==> src/rtl/dm_wb_pkg.sv <==
// Shared types and defaults for the data-memory write buffer.
// Entries hold a word address (byte address without [1:0]) and a data word.
package dm_wb_pkg;

    localparam int unsigned DmWbDepth = 4;
    localparam int unsigned DmWbAw    = 32;
    localparam int unsigned DmWbPtrW  = $clog2(DmWbDepth);

    typedef struct packed {
        logic [DmWbAw-3:0] wordAddr;
        logic [31:0]       data;
    } dm_wb_entry_t;

endpackage

==> src/rtl/dm_wb_match.sv <==
// Load-address match against pending stores. Purely combinational.
// Searches from the youngest entry (tail-1) back toward the oldest, so the
// first valid match found is the youngest store to that word.
module dm_wb_match
    import dm_wb_pkg::*;
#(
    parameter int unsigned Depth = DmWbDepth,
    parameter int unsigned PtrW  = $clog2(Depth)
) (
    input  dm_wb_entry_t      entries_i [Depth],
    input  logic [Depth-1:0]  valid_i,
    input  logic [PtrW-1:0]   tail_i,
    input  logic              loadValid_i,
    input  logic [DmWbAw-3:0] loadWordAddr_i,
    output logic              hit_o,
    output logic [PtrW-1:0]   hitIdx_o,
    output logic [31:0]       hitData_o
);

    logic [PtrW-1:0] idx;

    // Youngest-first scan; the first match wins.
    always_comb begin
        hit_o     = 1'b0;
        hitIdx_o  = '0;
        hitData_o = '0;
        idx       = '0;
        for (int k = 0; k < int'(Depth); k++) begin
            idx = tail_i - PtrW'(k + 1);
            if (!hit_o && loadValid_i && valid_i[idx] &&
                entries_i[idx].wordAddr == loadWordAddr_i) begin
                hit_o     = 1'b1;
                hitIdx_o  = idx;
                hitData_o = entries_i[idx].data;
            end
        end
    end

endmodule

==> src/rtl/dm_write_buffer.sv <==
// Store FIFO in front of the data memory write port.
// Stores drain in program order, one per cycle when DmReady is high.
// Loads that hit a pending store stall, or with DM_WRITE_BUFFER_FWD_EN
// defined, receive the youngest matching store word instead.
// AW must not exceed dm_wb_pkg::DmWbAw (entry address field width).
module dm_write_buffer
    import dm_wb_pkg::*;
#(
    parameter int unsigned DEPTH = DmWbDepth,
    parameter int unsigned AW    = DmWbAw
) (
    input  logic                   clk,
    input  logic                   Reset,
    input  logic                   StoreValid,
    input  logic [AW-1:0]          StoreAddress,
    input  logic [31:0]            StoreData,
    output logic                   StoreReady,
    input  logic                   LoadValid,
    input  logic [AW-1:0]          LoadAddress,
    output logic                   LoadStall,
    output logic                   FwdValid,
    output logic [31:0]            FwdData,
    input  logic                   DmReady,
    output logic                   WriteEnable,
    output logic [AW-1:0]          WriteAddress,
    output logic [31:0]            WriteData,
    output logic                   Empty,
    output logic [$clog2(DEPTH):0] Count
);

    localparam int unsigned PtrW = $clog2(DEPTH);
    localparam int unsigned CntW = $clog2(DEPTH) + 1;
    localparam int unsigned WaW  = AW - 2;
    localparam int unsigned EaW  = DmWbAw - 2;

    dm_wb_entry_t     entries_q [DEPTH];
    logic [DEPTH-1:0] valid_q;
    logic [PtrW-1:0]  head_q, tail_q;
    logic [CntW-1:0]  count_q;

    logic             push, pop;
    logic             hit;
    logic [PtrW-1:0]  hitIdx;
    logic [31:0]      hitData;
    logic [EaW-1:0]   loadWord;

    // Ready must not look at a same-cycle pop: no path from DmReady.
    assign StoreReady  = count_q != CntW'(DEPTH);
    assign Empty       = count_q == '0;
    assign Count       = count_q;
    assign push        = StoreValid && StoreReady;
    assign WriteEnable = !Empty && DmReady;
    assign pop         = WriteEnable;

    assign WriteAddress = Empty ? '0 : {WaW'(entries_q[head_q].wordAddr), 2'b00};
    assign WriteData    = Empty ? '0 : entries_q[head_q].data;

    assign loadWord = EaW'(LoadAddress[AW-1:2]);

    dm_wb_match #(
        .Depth (DEPTH),
        .PtrW  (PtrW)
    ) u_match (
        .entries_i      (entries_q),
        .valid_i        (valid_q),
        .tail_i         (tail_q),
        .loadValid_i    (LoadValid),
        .loadWordAddr_i (loadWord),
        .hit_o          (hit),
        .hitIdx_o       (hitIdx),
        .hitData_o      (hitData)
    );

`ifdef DM_WRITE_BUFFER_FWD_EN
    assign LoadStall = 1'b0;
    assign FwdValid  = hit;
    assign FwdData   = hitData;

    logic unusedBits;
    assign unusedBits = ^{hitIdx, StoreAddress[1:0], LoadAddress[1:0]};
`else
    // Stall holds while any matching entry remains, including one draining now.
    assign LoadStall = hit;
    assign FwdValid  = 1'b0;
    assign FwdData   = '0;

    logic unusedBits;
    assign unusedBits = ^{hitIdx, hitData, StoreAddress[1:0], LoadAddress[1:0]};
`endif

    // FIFO pointers, occupancy and valid bits; reset discards pending stores.
    always_ff @(posedge clk) begin
        if (Reset) begin
            head_q  <= '0;
            tail_q  <= '0;
            count_q <= '0;
            valid_q <= '0;
        end else begin
            if (push) begin
                entries_q[tail_q] <= '{wordAddr: EaW'(StoreAddress[AW-1:2]), data: StoreData};
                valid_q[tail_q]   <= 1'b1;
                tail_q            <= tail_q + PtrW'(1);
            end
            if (pop) begin
                valid_q[head_q] <= 1'b0;
                head_q          <= head_q + PtrW'(1);
            end
            if (push && !pop) begin
                count_q <= count_q + CntW'(1);
            end else if (pop && !push) begin
                count_q <= count_q - CntW'(1);
            end
        end
    end

endmodule

==> config.mk <==
export PLATFORM = sky130hd
export DESIGN_NAME = dm_write_buffer
export DESIGN_NICKNAME = d
export VERILOG_FILES = /design/src/rtl/dm_wb_pkg.sv /design/src/rtl/dm_wb_match.sv /design/src/rtl/dm_write_buffer.sv
export SDC_FILE = /design/constraint.sdc
export NUM_CORES = 1
export LEC_CHECK = 0
export BUFFER_PORTS_ARGS = -buffer_cell sky130_fd_sc_hd__clkbuf_2
export CORE_ASPECT_RATIO = 1.75
export CORE_MARGIN = 4
export CORE_UTILIZATION = 40
export CTS_BUF_LIST = sky130_fd_sc_hd__clkbuf_4
export CTS_CLUSTER_DIAMETER = 150
export DETAILED_ROUTE_END_ITERATION = 8
export GPL_ROUTABILITY_DRIVEN = 0
export PLACE_DENSITY = 0.61
export RECOVER_POWER = 100
export SYNTH_ARGS = -nofsm -noshare
export SYNTH_HDL_FRONTEND = slang
export SYNTH_SLANG_ARGS = --single-unit
==> constraint.sdc <==
create_clock -name clk -period 4 [get_ports clk]
set_input_delay 0.2 -clock clk [delete_from_list [all_inputs] [get_ports clk]]
set_output_delay 0.2 -clock clk [all_outputs]
set_load 0.02 [all_outputs]
# Yosys cells after proc, flatten, opt, wreduce, memory -nomap -nowiden
# Index checks and enable logic that the tools add are counted.
dict set report op_classes {
  mux 41
  n_addsub 7
  n_div 0
  multipliers 0
  shifts 0
  n_lt_le_gt_ge 13
  eq_ne 5
  bitwise_logic 9
  reduce_logical 27
}
# cell n
set op_table {}
lappend op_table {{$mux 62} 11}
lappend op_table {{$bmux 62 s2} 5}
lappend op_table {{$bwmux 248} 1}
lappend op_table {{$demux 62 s2} 1}
lappend op_table {{$eq 30x30->1} 4}
lappend op_table {{$mux 32} 2}
lappend op_table {{$logic_and 1x1->1} 18}
lappend op_table {{$ge 3x3->1 const B} 5}
lappend op_table {{$lt 2x3->1 const B} 5}
lappend op_table {{$not 2->3} 5}
lappend op_table {{$mux 4} 3}
lappend op_table {{$mux 1} 10}
lappend op_table {{$bmux 1 s2} 4}
lappend op_table {{$logic_not 1->1} 6}
lappend op_table {{$mux 3} 2}
lappend op_table {{$add 2x1->2 const B} 2}
lappend op_table {{$and 4x4->4} 1}
lappend op_table {{$demux 1 s2} 2}
lappend op_table {{$ge 2x1->1 const B} 2}
lappend op_table {{$not 4->4} 1}
lappend op_table {{$or 4x4->4} 1}
lappend op_table {{$sub 2x2->2 const B} 2}
lappend op_table {{$add 3x1->3 const B} 1}
lappend op_table {{$logic_not 3->1} 1}
lappend op_table {{other kinds (7)} 7}
dict set report totals {
  rom_bits 0
  latch_bits 0
  input_bits 101
  mem_bits_rw 0
  register_bits 259
  word_cells 114
  n_memories 0
  output_inout_bits 104
}

# Depth between registers and ports, before layout
# Gate-level depths: netlist (run 1).
dict set report logic_depth {
  ltp_word 23
  ltp_mapped 17
  mapped_depth_nobuf 9
}

# By module
# Synthesis (run 1) repeated with hierarchy kept, for this count alone.
dict set report hier_totals {
  cells_unflattened 1565
  hier_area_um2 18625.4
}
# module cells_each n_inst seq_area_each_um2 area_per_inst_um2
set by_module_without_submodules {}
lappend by_module_without_submodules {dm_write_buffer 493 1 7667.4 10266.1}
lappend by_module_without_submodules {dm_wb_match 1072 1 0.0 8359.3}

# Worst setup path after synthesis (run 1)
# Ideal clock, no wire load.
dict set report synth_timing {
  path_kind {register to output}
  start {register tail_q[0]}
  end {output port LoadStall}
  arrival_time_ps 3229
  stages_incl_launch_ff 17
  path_slack_ps 571
  path_cell_list {dfxtp_1 buf_6 buf_12 buf_12 buf_12 buf_4 inv_1 ha_1 buf_4 buf_4 buf_2 buf_2 o21ai_0 o32ai_1 nand4_1 a2111oi_2 o41a_1}
}
dict set report synth_between {
  elab_chain_cells 23
}
# item line_no
set synth_rtl {}
lappend synth_rtl {{from (decl)} dm_write_buffer.sv:38} ;# logic [PtrW-1:0] head_q, tail_q;
lappend synth_rtl {{from (signal assigned)} dm_write_buffer.sv:102} ;# tail_q <= tail_q + PtrW'(1);
lappend synth_rtl {{$sub 2x1->2} dm_wb_match.sv:29} ;# idx = tail_i - PtrW'(k + 1);
lappend synth_rtl {{$not 2->3 (implied by the code)} dm_wb_match.sv:31} ;# entries_i[idx].wordAddr == loadWordAddr_i) begin
lappend synth_rtl {{$bmux 62 s2} dm_wb_match.sv:31}
lappend synth_rtl {{$mux 62 (implied by the code) (2 in a row)} dm_wb_match.sv:31}
lappend synth_rtl {{$eq 30x30->1} dm_wb_match.sv:31}
lappend synth_rtl {{$logic_and 1x1->1} dm_wb_match.sv:30} ;# if (!hit_o && loadValid_i && valid_i[idx] &&
lappend synth_rtl {{$mux 1} dm_wb_match.sv:30}
lappend synth_rtl {{$logic_not 1->1} dm_wb_match.sv:30}
lappend synth_rtl {{$logic_and 1x1->1 (3 in a row)} dm_wb_match.sv:30}
lappend synth_rtl {{$mux 1} dm_wb_match.sv:30}
lappend synth_rtl {{$logic_not 1->1} dm_wb_match.sv:30}
lappend synth_rtl {{$logic_and 1x1->1 (3 in a row)} dm_wb_match.sv:30}
lappend synth_rtl {{$mux 1} dm_wb_match.sv:30}
lappend synth_rtl {{$logic_not 1->1} dm_wb_match.sv:30}
lappend synth_rtl {{$logic_and 1x1->1 (3 in a row)} dm_wb_match.sv:30}
lappend synth_rtl {{$mux 1 *} dm_wb_match.sv:30}
lappend synth_rtl {{to (decl)} dm_write_buffer.sv:20} ;# output logic LoadStall,
# Mark *: on every way between the ends. The rest lies on a longest branch, timed or not. The select of a mux whose other input is x is not followed.

# Worst setup path in the final report (run 1)
# Ends and elaborated chain as after synthesis.

==> summary.md, run 1 <==
| Metric | Value |
|---|---|
| Worst-Margin Slew | 2130 ps |
| R2R depth | 6 |
| P_leak | 5.58 nW |
| R2R Setup Slk | 490 ps |
| Largest family of logic cells by synthesized area | multiplexers |
| Failing checks | max-capacitance violations, max-slew violations |
| First-pass detailed-route iteration total | 5 |
| Synth Area in Compound Gates | 6.07% |
| Seq/Total Area, Yosys | 52.3% |
| Core area | 0.0361 mm2 |
| Largest net degree at the start of global routing | 67 |
| TritonCTS Buffers | 57 |
| Cell area after layout | 0.0170 mm2 |
| Critical path class | flop to output port |
| Placed cell areas | 0.0158 mm2 |
| Cell area power density | 554 mW/mm2 |
| Largest delay share family, worst path | compound AO/OA/AOI/OAI gates |
| Vias per cell | 5.61 |
| Ports | 205 |
| CP Capture Type | output port |
| Drt wl/cell | 23.9 um |
| Placed Instances | 1569 |
| Worst r2r dst | entries_q[188] |
| Clk_skew | 49.1 ps |
| Row cnt | 92 |
| CP peak stage delay | 510 ps |
| Post-synthesis register bit count | 259 |
| CP startpoint | tail_q[0] |
| Global-route wire length before repair | 62100 um |
| Fin cells | 1742 |
| Post-synthesis cell area | 0.0146 mm2 |
| Hold slack | 79.5 ps |
| Vias in the first global route | 10385 |
| Mux contribution to synthesized area | 23.9% |
| CTS tree | yes |
| EDFF count, synth | 248 |
| Nets | 1341 |
| Synth area leader | edfxtp_1 |
| Worst Path Buf+Inv | 3 |
| Most frequent cells in the layout | edfxtp_1, clkbuf_1, mux4_2 |
| Tot Pwr | 9.43 mW |
| Die area | 0.0399 mm2 |
| Final worst slack | 113 ps |
| Share of layout cells above drive strength 1 | 23.1% |
| # DRC | 0 |
| WL final | 41700 um |
| Final core occ | 47.1% |
| Area delta synth->final | 16.1% |
| Setup crit end | LoadStall |
| Most common cell after layout, fill and taps aside | edfxtp_1 |
| Avg Inst Size Synth | 14.9 um2 |
| Peak Freq | 257 MHz |
| Worst ir drop on vdd | 0.301 mV |
| Worst slack at placement | 521 ps |
| Async set-reset flop share out of synthesis | 0% |
| Outcome | finished, violations left |
| Post-synthesis adder-cell area fraction | 0.906% |
| CP Depth | 10 |
| Total track usage | 20.5% |
| Worst EP arrival | 3690 ps |
| Synth Warn # | 0 |
| Die height | 261 um |
| Period minus WS final | 3890 ps |
| Final period util | 97.2% |
| Post-synthesis simple-gate area fraction | 6.59% |
| H-tree depth | 2 |
| Post-Route Setup TNS | 0 ps |
| CP Data Required Time | 3800 ps |
| Initial core utilization | 40.5% |
| Insertion delay to the later sink of the worst-skew pair | 730 ps |
| Die span in x | 153 um |
| Worst-path cell chain | inv_1 > ha_4 > buf_12 > mux4_2 > xor2_1 > a211oi_1 > nand4_1 > a2111oi_2 > o41a_1 > clkbuf_2 |
| Max-slew violations | 257 |
| # fillers | 3310 |
| Max cap viols | 4 |
| Longest Clk Path Bufs | 3 |
| Clk slew on worst S/H paths | 80 ps |
| CP Launch Type | flop |
| Slowest-stage cell, CP | mux4_2 |
| Syn Inst Count | 984 |
| Synth area leaders | edfxtp_1, mux4_2, mux2i_1 |
| Final hold viol count | 0 |
| Share of the synthesized area in the top cell type | 50.8% |
| FF-to-FF Start | Count[1] |
| XOR/XNOR Fraction of Synth Area | 5.02% |
| Final setup vio count | 0 |
| Initial antenna violation count | 1 |
| Via count | 9771 |
| Final ANT Viol Nets | 0 |
| Crit-path max FO | 13 |
| Number of port buffers | 165 |
| Hold Path Class | input pin to flop |
| HPWL after DPL | 28400 um |
| Synth cell types | 64 |
| Top FF cell, synth | edfxtp_1 |
| Gr ovfl total | 0 |
| Clock root buffer | clkbuf_4 |
| Max-slew headroom | -42.2% |
| Starting DRT DRC Count | 580 |
| CTS Sinks | 259 |
## worst min path at each step
stage | startpoint | endpoint | slack (ps) | depth (start not counted)
CTS | DmReady | head_q[0] | 10 | 4
finish | DmReady | head_q[0] | 80 | 4
global placement | StoreData[16] | entries_q[202] | 410 | 1
floorplan | Reset | valid_q[3] | 270 | 1
detailed placement | StoreData[12] | entries_q[198] | 420 | 1
global route | DmReady | head_q[0] | 60 | 4
## layout make-up
cell class                 instances  area [um2]  area share (%)
antenna                            1        2.50          0.0147
clock buffer                      84         631            3.71
clock inverter                    16        66.3           0.390
inverter                          10        41.3           0.243
multi-input combinational        639        6380            37.5
sequential                       259        7680            45.1
tap                              470         588            3.46
timing repair buffer             263        1620            9.53
## cells by family (layout without fill, tap and decap cells)
| group | count (synthesis) | after routing |
|---|---|---|
| buf+inv | 120 | 373 |
| compound gates | 123 | 123 |
| xor+xnor | 84 | 84 |
| flops | 259 | 259 |
| mux | 208 | 208 |
| simple gates | 179 | 179 |
| fa+ha+maj | 10 | 10 |
| other cells | 1 | 36 |
## worst register-to-register path, stage by stage, from the launching register on
cell,delay [ps]
dfxtp_1,440
nor2_1,60
nand2_1,80
and2_0,490
nor2b_1,280
and2_2,160
clkbuf_2,1510
## flip-flops by register name, summed over array words and instances (netlist names)
register,cells
Count,3
entries_q,248
head_q,2
tail_q,2
valid_q,4
## metal layers
layer	wire [um]	track usage (%)	up-vias
li1	-	-	4343
met1	13900	20.8	4850
met2	22000	37.5	426
met3	2270	3.95	152
met4	3510	14.9	0
met5	0	0	-
## synth_stat cells, types with 9 or more instances
cell type  number
a22oi_1         9
nor2b_1        64
buf_6           9
nor2_1         29
xor2_1         54
o22ai_1        12
mux2i_1        88
ha_1            9
clkbuf_1       37
nand4_1        11
dfxtp_1        11
mux4_2        106
a21oi_1        19
buf_4          39
edfxtp_1      248
xnor2_1        30
inv_1           9
nor4_1         15
o21ai_0        26
buf_1          13
nand2_1        33
## repair_timing
item	CTS	global route
gates cloned	1	1
resized for setup	5	2
pin swaps	1	3
setup buffers	3	3
hold endpoints to repair	259	0
setup endpoints to repair	1	1
hold buffers	64	0
## power breakdown
part | total [mW] | switching [mW] | internal, mW
Combinational | 4.06 | 2.32 | 1.74
Sequential | 3.42 | 0.249 | 3.18
Clock | 1.94 | 0.984 | 0.957
Total | 9.43 | 3.55 | 5.87
No activity file was read; power rests on OpenSTA's default activity.
==> inputs of run 2 (changes only) <==
==> constraint.sdc (replaced) <==
create_clock -name clk -period 4 [get_ports clk]
set_input_delay 0.8 -clock clk [delete_from_list [all_inputs] [get_ports clk]]
set_output_delay 0.8 -clock clk [all_outputs]
set_load 0.02 [all_outputs]
==> run 2 against run 1 <==
Net effect:
- the flow finishes with violations (max-capacitance violations, max-slew violations, negative setup slack)
- clock-buffer cell count is 3 lower
- setup slack worse by 490 ps
- fmax is 11% lower
- register-to-register slack worse by 360 ps
- global-route usage is 0.15 points lower
- die area stayed put
- hold slack better by 250 ps
- design area is 0.89% lower
- core utilization is 0.42 points lower
- non-clock buffer count is 37 lower
- via count is 1.7% lower
==> summary.md, run 2 (synthesis gave the netlist of run 1 again) <==
| Metric | Value |
|---|---|
| Cell area power density | 577 mW/mm2 (+4.2%) |
| CTS Sinks | 259 (unchanged) |
| Most frequent cells in the layout | edfxtp_1, mux4_2, clkbuf_1 |
| Sequential cell area | 0.00768 mm2 (unchanged) |
| Drt wl/cell | 24.2 um (+0.94%) |
| Vias per cell | 5.61 (about the same) |
| Switching Fraction | 37.1% (-0.57 points) |
| WL final | 41300 um (-0.80%) |
| Share of layout cells above drive strength 1 | 29.8% (+6.7 points) |
| Global routing usage on met3 | 3.79% (-0.17 points) |
| Hold Path Class | input pin to flop |
| R2R Setup Slk | 130 ps (-360 ps) |
| Core area | 0.0361 mm2 (unchanged) |
| Top reg by flops | entries_q |
| Nets | 1307 (-2.5%) |
| Worst-Margin Slew | 1790 ps (-346 ps) |
| Clock power frac | 21.3% (+0.7 points) |
| Gr ovfl total | 0 (unchanged) |
| Max-slew headroom | -19.1% (+23 points) |
| R2R depth | 6 (unchanged) |
| Final setup vio count | 1 (+1) |
| Global-route wire length before repair | 61500 um (-0.88%) |
| Die height | 261 um (unchanged) |
| Tot Pwr | 9.73 mW (+3.2%) |
| CP startpoint | tail_q[0] |
| HPWL after DPL | 29800 um (+5.0%) |
| Final ANT Viol Nets | 0 (unchanged) |
| Most Used Layer, Global Route | met2 |
| Final period util | 109% (+12 points) |
| Post-Route Setup TNS | -373 ps (-373 ps) |
| CP Data Required Time | 3200 ps (-600 ps) |
| P_int | 6.12 mW (+4.2%) |
| Crit-path max FO | 6 (-7) |
| FF-to-FF Start | Count[0] |
| Logic gate share of total power | 44.1% (+1.0 points) |
| Peak Freq | 229 MHz (-11%) |
| Die area | 0.0399 mm2 (unchanged) |
| CP Launch Type | flop |
| Via count | 9602 (-1.7%) |
| Max cap viols | 4 (unchanged) |
| Placed cell areas | 0.0159 mm2 (+1.2%) |
| Critical path class | flop to output port |
| Failing checks | max-capacitance violations, max-slew violations, negative setup slack |
| Max FFs per register | 248 (unchanged) |
| Number of port buffers | 165 (unchanged) |
| Cell area after layout | 0.0169 mm2 (-0.89%) |
| Row cnt | 92 (unchanged) |
| Clk slew on worst S/H paths | 70 ps (about the same) |
| Initial antenna violation count | 4 (+3) |
| Ports | 205 (unchanged) |
| Most common cell after layout, fill and taps aside | edfxtp_1 |
| Largest net degree at the start of global routing | 48 (-28%) |
| Max-slew violations | 113 (-56%) |
| Area delta synth->final | 15.1% |
| RSZ-0062 raised after global routing | true |
| NetSw | 3.61 mW (+1.7%) |
| Total track usage | 20.4% (-0.15 points) |
| P_leak | 5.65 nW (+1.2%) |
| CP Capture Type | output port |
| CTS Hold Buffers Added | 0 (-100%) |
| Setup crit end | LoadStall |
| Initial core utilization | 40.5% (unchanged) |
| Insertion delay to the later sink of the worst-skew pair | 730 ps (about the same) |
| CTS tree | yes |
| Vias in the first global route | 10278 (-1.0%) |
| Period minus WS final | 4370 ps (+485 ps) |
| Worst EP arrival | 3570 ps (-120 ps) |
| Worst ir drop on vdd | 0.329 mV (+9.4%) |
| Final core occ | 46.6% (-0.42 points) |
| Starting DRT DRC Count | 657 (+13%) |
| Multi-input logic area | 0.00646 mm2 (+1.2%) |
| TritonCTS Buffers | 60 (+5.3%) |
| Die span in x | 153 um (unchanged) |
| Clk_skew | 50.5 ps (+1.47 ps) |
| Outcome | finished, violations left |
| Final hold viol count | 0 (unchanged) |
| Worst r2r dst | entries_q[6] |
| H-tree depth | 2 (unchanged) |
| Register share of total power | 34.5% (-1.8 points) |
| Met2 usage | 38.2% (+0.73 points) |
| Final worst slack | -373 ps (-485 ps) |
| M1 GR Usage | 20.4% (-0.39 points) |
| # fillers | 3341 (+0.94%) |
| First-pass detailed-route iteration total | 9 (+4) |
| # DRC | 0 (unchanged) |
| Longest Clk Path Bufs | 3 (unchanged) |
| Clock root buffer | clkbuf_4 |
-- run 2: cell count changes in the layout (fill, tap and decap cells not counted), sizes merged --
cell / delta
dlygate4sd3: -64
buf: +26
clkinv: +6
clkbuf: -3
bufinv: +2
diode: +2
bufbuf: +1
clkinvlp: -1
inv: +1
-- run 2: timing repair --
| item | 4_1_cts | 5_1_grt |
|---|---|---|
| resized for setup | 26 | 7 |
| pin swaps | 12 | 10 |
| cloned | 2 | 1 |
| setup buffers | 8 | 6 |
| endpoints found under the setup margin | 1 | 1 |
-- run 2: worst min path at each step --
stage	from	to	slack, ps	depth (start not counted)
final	StoreAddress[4]	entries_q[34]	330	1
after global routing	StoreAddress[12]	entries_q[104]	270	1
after CTS	StoreData[25]	entries_q[87]	200	1
after detailed placement	Count[2]	Count[2]	530	2
after global placement	Count[2]	Count[2]	530	2
after floorplan	valid_q[3]	valid_q[3]	510	2
-- run 2: worst max-delay path, stage by stage, from the launching register on --
cell,delay (ps)
dfxtp_4,380
inv_4,40
ha_4,300
buf_12,120
buf_12,130
mux4_2,500
xor2_1,160
a211oi_2,230
nand4_1,230
a2111oi_4,340
o41a_1,250
clkbuf_8,170
-- run 2: final cells by class --
| class | count | area share (%) |
|---|---|---|
| Sequential cell | 259 | 45.5 |
| Multi-Input combinational cell | 639 | 38.3 |
| Timing Repair Buffer | 226 | 7.89 |
| Clock buffer | 81 | 3.61 |
| Tap cell | 470 | 3.49 |
| Clock inverter | 24 | 0.876 |
| Inverter | 10 | 0.245 |
| Antenna cell | 3 | 0.0445 |
-- run 2: power groups by stage --
stage	registers (mW)	clock network [mW]	logic, mW
4_1_cts	3.37	2.17	4.36
2_1_floorplan	3.31	0	3.04
5_1_grt	3.40	2.31	4.57
3_3_place_gp	3.42	0	4.12
6_report	3.36	2.08	4.30
3_5_place_dp	3.43	0	4.15
-- run 2: through the flow --
| step | setup WS [ps] | std cells | hold WS (ps) |
|---|---|---|---|
| final | -373 | 1712 | 329 |
| after global routing | -553 | 1711 | 272 |
| after CTS | -452 | 1703 | 204 |
| after detailed placement | 234 | 1589 | 531 |
| after global placement | 250 | 1589 | 526 |
| after floorplan | 5.25 | 1018 | 510 |
-- run 2: layer usage --
metal / vias up / wire length [um]
met4: 2 / 2800
li1: 4293 / -
met1: 4776 / 13400
met2: 394 / 22800
met5: - / 13
met3: 137 / 2310
